### config.mk
export PLATFORM = sky130hd
export DESIGN_NAME = secuenciador_texto_vga
export DESIGN_NICKNAME = d
export VERILOG_FILES = /design/src/rtl/txt_vga_pkg.sv /design/src/rtl/buffer_texto.sv /design/src/rtl/secuenciador_texto_vga.sv
export SDC_FILE = /design/constraint.sdc
export NUM_CORES = 1
export LEC_CHECK = 0
export CELL_PAD_IN_SITES_DETAIL_PLACEMENT = 1
export CELL_PAD_IN_SITES_GLOBAL_PLACEMENT = 2
export CORE_MARGIN = 1.5
export CORE_UTILIZATION = 40
export CTS_CLUSTER_SIZE = 10
export DETAILED_ROUTE_END_ITERATION = 7
export DONT_BUFFER_PORTS = 1
export PLACE_DENSITY_LB_ADDON = 0.1
export SLEW_MARGIN = 10
export SYNTH_ARGS = -nofsm -noshare
export SYNTH_HDL_FRONTEND = slang
export SYNTH_SLANG_ARGS = --single-unit
### constraint.sdc
create_clock -name reloj -period 2.8 [get_ports reloj]
set_input_delay 0.28 -clock reloj [delete_from_list [all_inputs] [get_ports reloj]]
set_output_delay 0.28 -clock reloj [all_outputs]
set_load 0.05 [all_outputs]
### src/rtl/txt_vga_pkg.sv
// Shared definitions for the VGA text fetch path: fetch FSM states,
// tile geometry and the width helper for window cell indices.
package txt_vga_pkg;

  typedef enum logic [1:0] {
    IDLE   = 2'd0,
    RD_TXT = 2'd1,
    RD_ROM = 2'd2,
    CAPT   = 2'd3
  } fetch_state_t;

  localparam int TILE_W = 8;
  localparam int TILE_H = 16;

  // Number of bits needed to index every cell of a cols x rows window
  function automatic int win_idx_w(input int cols, input int rows);
    return (cols * rows > 1) ? $clog2(cols * rows) : 1;
  endfunction

endpackage

### src/rtl/buffer_texto.sv
// Text buffer for the VGA text window: one character code per cell,
// row-major, cleared to glyph 0 (blank) by a synchronous active-low reset.
// One write port, one combinational read port.
module buffer_texto #(
  parameter int CHAR_W = 2,
  parameter int DEPTH  = 16,
  parameter int IDX_W  = 4
) (
  input  logic              reloj,
  input  logic              resetM,
  input  logic              we,
  input  logic [IDX_W-1:0]  wr_addr,
  input  logic [CHAR_W-1:0] wr_data,
  input  logic [IDX_W-1:0]  rd_addr,
  output logic [CHAR_W-1:0] rd_data
);

  logic [CHAR_W-1:0] celdas [DEPTH];

  // Clear every cell on reset, otherwise store the write data when enabled
  always_ff @(posedge reloj) begin
    if (!resetM) begin
      for (int i = 0; i < DEPTH; i++) celdas[i] <= '0;
    end else if (we && (int'(wr_addr) < DEPTH)) begin
      celdas[wr_addr] <= wr_data;
    end
  end

  // Combinational read; an index past the last cell reads as blank
  always_comb begin
    rd_data = '0;
    if (int'(rd_addr) < DEPTH) rd_data = celdas[rd_addr];
  end

endmodule

### src/rtl/secuenciador_texto_vga.sv
// Character-cell fetch controller for the VGA text path.
// Once per tile it reads the next tile's character from the text buffer,
// fetches the glyph line from the shared font ROM and hands the row to the
// pixel serializer. The host write port only gets the buffer when the
// fetch FSM is idle and not launching.
// Optional build macro CURSOR_EN adds a blinking inverted cursor cell.
module secuenciador_texto_vga
  import txt_vga_pkg::*;
#(
  parameter int CHAR_W   = 2,
  parameter int WIN_X    = 50,
  parameter int WIN_Y    = 16,
  parameter int WIN_COLS = 8,
  parameter int WIN_ROWS = 2,
  parameter int H_TOTAL  = 800,
  localparam int N_CELLS = WIN_COLS * WIN_ROWS,
  localparam int IDX_W   = win_idx_w(WIN_COLS, WIN_ROWS)
) (
  input  logic              reloj,
  input  logic              resetM,
  input  logic              pix_tick,
  input  logic              video_on,
  input  logic [9:0]        Qh,
  input  logic [9:0]        Qv,
  input  logic              wr_valid,
  output logic              wr_ready,
  input  logic [IDX_W-1:0]  wr_addr,
  input  logic [CHAR_W-1:0] wr_char,
  output logic              wr_err,
`ifdef CURSOR_EN
  input  logic [IDX_W-1:0]  cursor_addr,
  input  logic              cursor_on,
`endif
  output logic [CHAR_W+3:0] font_addr,
  output logic              font_en,
  input  logic [7:0]        font_data,
  output logic              bit_fuente
);

  fetch_state_t      estado;
  logic [6:0]        ncol_now;
  logic [6:0]        ncol_q;
  logic [5:0]        fila_q;
  logic [3:0]        linea_q;
  logic              skip_q;
  logic [7:0]        next_row;
  logic [7:0]        cur_row;
  logic              launch;
  int                col_i;
  int                fila_i;
  logic              in_win;
  logic [IDX_W-1:0]  rd_idx;
  logic [CHAR_W-1:0] rd_char;
  logic [CHAR_W-1:0] char_sel;
  logic              wr_accept;
  logic              wr_in_range;
  logic              invertir;

  // Next tile column, wrapping to column 0 after the last column of the line
  always_comb begin
    ncol_now = Qh[9:3] + 7'd1;
    if (int'(Qh[9:3]) >= (H_TOTAL / TILE_W) - 1) ncol_now = '0;
  end

  assign launch      = pix_tick && (Qh[2:0] == 3'd0) && (estado == IDLE);
  assign wr_ready    = resetM && (estado == IDLE) && !launch;
  assign wr_accept   = wr_valid && wr_ready;
  assign wr_in_range = int'(wr_addr) < N_CELLS;

  // Decide whether the captured tile lies inside the text window and find its cell
  always_comb begin
    col_i    = int'(ncol_q);
    fila_i   = int'(fila_q);
    in_win   = (col_i >= WIN_X) && (col_i < WIN_X + WIN_COLS) &&
               (fila_i >= WIN_Y) && (fila_i < WIN_Y + WIN_ROWS);
    rd_idx   = '0;
    char_sel = '0;
    if (in_win) begin
      rd_idx   = IDX_W'((fila_i - WIN_Y) * WIN_COLS + (col_i - WIN_X));
      char_sel = rd_char;
    end
  end

  buffer_texto #(
    .CHAR_W (CHAR_W),
    .DEPTH  (N_CELLS),
    .IDX_W  (IDX_W)
  ) u_buffer (
    .reloj   (reloj),
    .resetM  (resetM),
    .we      (wr_accept && wr_in_range),
    .wr_addr (wr_addr),
    .wr_data (wr_char),
    .rd_addr (rd_idx),
    .rd_data (rd_char)
  );

`ifdef CURSOR_EN
  logic [5:0] frame_cnt;
  logic       cursor_hit_q;

  // Frame counter advances once per frame; bit 5 is the blink phase
  always_ff @(posedge reloj) begin
    if (!resetM) frame_cnt <= '0;
    else if (pix_tick && (Qh == 10'd0) && (Qv == 10'd0)) frame_cnt <= frame_cnt + 6'd1;
  end

  // Remember whether the tile being fetched is the cursor cell
  always_ff @(posedge reloj) begin
    if (!resetM) cursor_hit_q <= 1'b0;
    else if (estado == RD_TXT) cursor_hit_q <= in_win && (rd_idx == cursor_addr);
  end

  assign invertir = cursor_on && frame_cnt[5] && cursor_hit_q;
`else
  assign invertir = 1'b0;
`endif

  // Fetch FSM: buffer read, ROM strobe, row capture; reset abandons any fetch
  always_ff @(posedge reloj) begin
    if (!resetM) begin
      estado    <= IDLE;
      ncol_q    <= '0;
      fila_q    <= '0;
      linea_q   <= '0;
      skip_q    <= 1'b0;
      font_en   <= 1'b0;
      font_addr <= '0;
      next_row  <= '0;
    end else begin
      case (estado)
        IDLE: begin
          if (launch) begin
            ncol_q  <= ncol_now;
            fila_q  <= Qv[9:4];
            linea_q <= Qv[3:0];
            estado  <= RD_TXT;
          end
        end
        RD_TXT: begin
          skip_q    <= !in_win;
          font_addr <= {char_sel, linea_q};
          font_en   <= in_win;
          estado    <= RD_ROM;
        end
        RD_ROM: begin
          font_en <= 1'b0;
          estado  <= CAPT;
        end
        CAPT: begin
          if (skip_q)        next_row <= 8'h00;
          else if (invertir) next_row <= ~font_data;
          else               next_row <= font_data;
          estado <= IDLE;
        end
        default: estado <= IDLE;
      endcase
    end
  end

  // Serializer: hand over the prefetched row at the tile end, emit one pixel per tick
  always_ff @(posedge reloj) begin
    if (!resetM) begin
      cur_row    <= '0;
      bit_fuente <= 1'b0;
    end else if (pix_tick) begin
      if (Qh[2:0] == 3'd7) cur_row <= next_row;
      bit_fuente <= video_on ? cur_row[3'd7 - Qh[2:0]] : 1'b0;
    end
  end

  // Sticky error flag for accepted writes outside the buffer
  always_ff @(posedge reloj) begin
    if (!resetM) wr_err <= 1'b0;
    else if (wr_accept && !wr_in_range) wr_err <= 1'b1;
  end

endmodule
Word-level counts from Yosys, hierarchy flattened
Memories as Yosys holds them, arrays and structs flattened.
Index checks and enable logic that the tools add are counted.
{"block": "word_totals", "ram_bits": 32, "reg_bits": 44, "mem_count": 1}
{"block": "classes", "magnitude_cmp": 6, "n_reduce_logical": 16, "eq_ne": 5, "mux": 17, "n_addsub": 5}
{"name": "u_buffer.celdas", "depth": 16, "width": 2, "rd": 1, "rd_clocked_by_memory_dff": 0, "write_ports": 16, "line_no": "buffer_texto.sv:18", "text": "logic [CHAR_W-1:0] celdas [DEPTH];"}
{"op": "$logic_and 1x1->1", "count": 8}
{"op": "$mux 4", "count": 2}
{"op": "$mux 8", "count": 1}
{"op": "$pmux 2 s4", "count": 1}
{"op": "$add 7x1->7 const B", "count": 1}
{"op": "$ge 7x6->1 const B", "count": 1}
{"op": "$ge 7x7->1 const B", "count": 1}
{"op": "$lt 7x6->1 const B", "count": 1}
{"op": "$mux 1", "count": 7}
{"op": "$mux 7", "count": 1}
{"op": "$ge 6x5->1 const B", "count": 1}
{"op": "$lt 6x5->1 const B", "count": 1}
{"op": "$mux 2", "count": 3}
{"op": "$add 4x4->4", "count": 1}
{"op": "$eq 2x2->1 const B", "count": 2}
{"op": "$lt 3x4->1 const B", "count": 1}
{"op": "$reduce_and 2->1", "count": 2}
{"op": "$sub 4x2->4 const B", "count": 1}
{"op": "$bmux 1 s3", "count": 1}
{"op": "$eq 3x3->1 const B", "count": 1}
{"op": "$logic_not 3->1", "count": 1}
{"op": "$sub 3x3->3 const A", "count": 1}
{"op": "$eq 2x1->1 const B", "count": 1}
{"op": "$logic_not 1->1", "count": 2}
{"op": "6 further kinds", "count": 6}

Logic depth before layout (Yosys ltp)
{"block": "logic_depth", "depth_word": 11, "mapped_depth": 8}

By module
From an unflattened synthesis, not the netlist that was laid out.
{"block": "unflattened", "hier_cells": 369, "area_unflattened_um2": 3703.6}
{"module": "secuenciador_texto_vga", "instances": 1, "area_per_inst_um2": 2025.7, "cells_per_inst": 240}
{"module": "buffer_texto", "instances": 1, "area_per_inst_um2": 1677.9, "cells_per_inst": 129}

Least setup slack after synthesis
OpenSTA, ideal clock, no wires.
{"block": "synth_path", "path_type": "register -> register", "from": "register estado[0]", "to": "memory u_buffer.celdas[4][0], enable pin", "path_slack_ns": 0.865, "setup_ns": 0.305, "required_ns": 2.495, "n_path_buf": 1, "path_stages_with_launch": 8, "arrival_ns": 1.629, "cell_sequence": "dfxtp_1 > inv_1 > ha_1 > nor2b_4 > and3_4 > or3b_4 > buf_6 > o21ai_2"}
{"element": "from (decl)", "line_no": "secuenciador_texto_vga.sv:40", "text": "fetch_state_t estado;"}
{"element": "from (signal assigned)", "line_no": "secuenciador_texto_vga.sv:122", "text": "estado <= IDLE;"}
{"element": "from (signal assigned)", "line_no": "secuenciador_texto_vga.sv:137", "text": "estado <= RD_TXT;"}
{"element": "from (signal assigned)", "line_no": "secuenciador_texto_vga.sv:144", "text": "estado <= RD_ROM;"}
{"element": "to (decl)", "line_no": "buffer_texto.sv:18"}

Worst setup path after layout
{"block": "layout_path", "from": "register ncol_q[1]", "to": "register font_addr[5]"}
{"block": "layout_via", "elab_chain_cells": 7}
{"element": "from (decl)", "line_no": "secuenciador_texto_vga.sv:42", "text": "logic [6:0] ncol_q;"}
{"element": "from (signal assigned)", "line_no": "secuenciador_texto_vga.sv:134", "text": "ncol_q <= ncol_now;"}
{"element": "parallel branches: the longest is 6 deep, another holds $sub 4x2->4"}
{"element": "$mux 2 *", "line_no": "secuenciador_texto_vga.sv:78", "text": "if (in_win) begin"}
{"element": "to (signal assigned)", "line_no": "secuenciador_texto_vga.sv:142", "text": "font_addr <= {char_sel, linea_q};"}
{"element": "to (decl)", "line_no": "secuenciador_texto_vga.sv:34", "text": "output logic [CHAR_W+3:0] font_addr,"}
Every way passes the cells marked *.
A chain may end at the register's enable or synchronous reset.

==> parameters.txt <==
Parameter                              Value

CTS
  Clock latency on the worst-skew pair    0.35 ns
  Clock slew at the register clock pins of the worst setup and hold paths    0.08 ns
  Maximum buffer depth of the clock tree    2
  Hold buffers post-CTS    0
  Number of buffers inserted during clock tree synthesis    9
  Count of cells resized by post-cts repair    0
  Clock root buffer    sky130_fd_sc_hd__clkbuf_8
  Sinks on Clock Net    76
  H-tree levels    3
  Clock tree from TritonCTS    yes
  Setup repair bufs after CTS    0

Die
  Number of standard-cell rows in the floorplan    34
  DIE HEIGHT    99.36 um
  Starting density of the core    0.4197
  Core ar.    8848 sq um
  IO Count    49
  X dimension of the die    99.36 um
  DIE AREA    9871 sq um

STA
  Final hold violations    0
  Post-layout worst setup margin    0.6555 ns
  Final critical path time including I/O delays and setup    2.145 ns
  Max-Slew Margin vs Limit    0.4853
  Unrepaired setup endpoints after global routing    false
  Worst Tran Pin Value    0.7702 ns
  Top achievable clock speed    0.4663 GHz
  Final slew viol count    0
  Setup TNS Final    0 ns
  Final critical-path share of the clock period    0.7659
  Final setup violation count    0
  Hold slack final    0.07140 ns
  Clock skew after layout    0.01559 ns

Power
  Power density cells    615.4 nW/um^2
  Maximum vdd drop    290.1 uV
  Cell leakage power    1.318 nW

Yosys
  Post-synthesis sequential area ratio    0.4960
  Async set or reset register ratio after synthesis    0
  Post-synthesis sequential element count    76
  Cells after synthesis    373
  Yosys warnings    0
  Most instantiated flip-flop cell in the synthesis netlist    sky130_fd_sc_hd__dfxtp_1
  Total nets after synthesis    420
  Number of flops mapped to enable cells by yosys    32
  Area of the mapped netlist    3714 sq um
  Post-synthesis cell type count    52
  Avg Cell Area, Syn    9.956 sq um

Route
  DRC violation count after routing    0
  Total Wirelength    8.151 mm
  DRT Pass-1 Iters    4
  Detailed-route wire length per cell    17.09 um
  Routed vias/inst    5.369
  Via Count    2561
  Number of antenna-violating nets in the routed design    0
  First-iteration detailed-routing DRC count    62

Cells and area
  Ant. Diodes    0
  Most common cell after layout, fill and taps aside    sky130_fd_sc_hd__nand2_1
  Post-route insts no fill    477
  Signed area change from the synthesized netlist to the final layout    5.829%
  Design Area, Final    3930 sq um
  Highest-count cells in the layout ignoring fill and taps    56 x sky130_fd_sc_hd__nand2_1, 44 x sky130_fd_sc_hd__dfxtp_1, 32 x sky130_fd_sc_hd__edfxtp_1
  Share of post-route cells with drive strength above 1    0.1057
  Number of nets in the layout    411

Global route
  Initial antenna violation count    0
  Total global routing track utilization    0.1783
  GRT overflow    0
  Number of global-route vias before repair    2741
  Global-route wire length before repair    13.63 mm
  Pin count of the biggest net entering global routing    65

Critical path
  Register-to-Register Path Depth    7
  Crit path DAT    2.38 ns
  Worst Path Max Fanout    12
  Crit path launch type    register
  Launch instance of the worst register-to-register path    ncol_q[1]
  Type of the worst setup path    reg2reg
  Launch point of the critical path    ncol_q[1]
  Endpoint of the most critical register-to-register path    font_addr[5]
  CP Data Required Time    3.03 ns
  Setup slack, reg-to-reg    0.66 ns
  Worst Setup End Kind    register

Min path
  Class of the most critical hold timing path    in2reg
  Worst hold path startpoint    resetM
  Min-Delay Endpoint    font_addr[0]
  Hold path cells    1

Status
  Result of the run    completed

Placed design
  Cells after DPL    461
  Global placer's final weighted congestion    0.7633
  Post-placement cell area    3747 sq um
  Worst slack after detailed placement    0.6421 ns
  HPWL reported at the end of detailed placement    5.999 mm
  Port Buffers    0

Flow run
  Max cap viols    0
-- metrics by stage --
| step | utilization | power [mW] |
|---|---|---|
| after floorplan | - | 1.578 |
| after global placement | 0.4235 | 1.634 |
| final | 0.4441 | 2.419 |
| after global routing | 0.4441 | 2.545 |
| after CTS | 0.4441 | 2.450 |
| after detailed placement | 0.4235 | 1.644 |
-- flip-flops by register name, indices dropped and copies added, names as in the netlist, 2 cells and up --
signal           count
cur_row              8
next_row             8
font_addr            6
fila_q               6
estado               2
ncol_q               7
linea_q              4
u_buffer.celdas     32
-- cells by family after synthesis --
| logic type | Yosys count | share of synthesized area |
|---|---|---|
| DFF | 76 | 0.4960 |
| AOI/OAI and AO/OA | 69 | 0.1176 |
| xor gates and xnor gates | 7 | 0.01651 |
| buffers and inverters | 27 | 0.03538 |
| adders and majority gates | 8 | 0.02696 |
| other | 1 | 0.001010 |
| and+or+nand+nor | 167 | 0.2325 |
| muxes | 18 | 0.07413 |
-- critical path, cell delays in order, from the launching register on --
cell                        delay, ns
sky130_fd_sc_hd__dfxtp_1         0.63
sky130_fd_sc_hd__inv_1           0.19
sky130_fd_sc_hd__ha_1            0.25
sky130_fd_sc_hd__nand2b_1        0.12
sky130_fd_sc_hd__o2111ai_1       0.25
sky130_fd_sc_hd__a21oi_1         0.20
sky130_fd_sc_hd__o221ai_1        0.13
sky130_fd_sc_hd__a32o_1          0.27
-- metal layers --
metal  global-route usage  vias to the layer above  share of wire
met2               0.3130                       36           0.50
met4              0.04225                        0         0.0096
met5                    0                        -              0
met3              0.04779                        8          0.030
li1                     -                     1276              -
met1               0.2190                     1241           0.46
-- cell usage after synthesis (all sizes together), types with 2 or more instances --
| library cell | count | share of area |
|---|---|---|
| nor4 | 3 | 0.0051 |
| xor2 | 4 | 0.0094 |
| and2 | 5 | 0.0091 |
| buf | 10 | 0.015 |
| o22ai | 2 | 0.0034 |
| mux4 | 7 | 0.044 |
| nor2 | 36 | 0.042 |
| and3 | 3 | 0.0064 |
| nand2 | 56 | 0.057 |
| nand4 | 2 | 0.0034 |
| clkbuf | 11 | 0.014 |
| a21oi | 19 | 0.026 |
| a21boi | 18 | 0.036 |
| nor2b | 32 | 0.056 |
| nand2b | 4 | 0.0067 |
| nor3 | 8 | 0.011 |
| edfxtp | 32 | 0.26 |
| dfxtp | 44 | 0.24 |
| xnor2 | 3 | 0.0071 |
| nand3b | 3 | 0.0061 |
| mux2i | 11 | 0.030 |
| inv | 6 | 0.0061 |
| ha | 8 | 0.027 |
| o21ai | 21 | 0.030 |
| nand3 | 9 | 0.012 |
-- how the worst max path moves through the flow --
stage | to | cells after the start
2_1_floorplan | u_buffer.celdas[4][0] | 7
3_3_place_gp | font_addr[5] | 7
3_5_place_dp | u_buffer.celdas[14][1] | 6
4_1_cts | font_addr[5] | 7
5_1_grt | u_buffer.celdas[7][0] | 6
6_report | font_addr[5] | 7
-- layout make-up --
type                            count  area [sq um]
Tap cell                          108         135.1
Fill cell                         996          4918
Clock buffer                       13         142.6
Inverter                            6         22.52
Sequential cell                    76          1842
Timing Repair Buffer                1         7.507
Clock inverter                      3         40.04
Multi-Input combinational cell    270          1740
-- report_power, final --
group	leakage, nW	total, mW	internal, mW	switching (mW)
Sequential	0.686	1.24	1.21	0.0369
Combinational	0.537	0.370	0.155	0.214
Clock	0.0948	0.806	0.421	0.385
(Power assumes the default switching activity.)
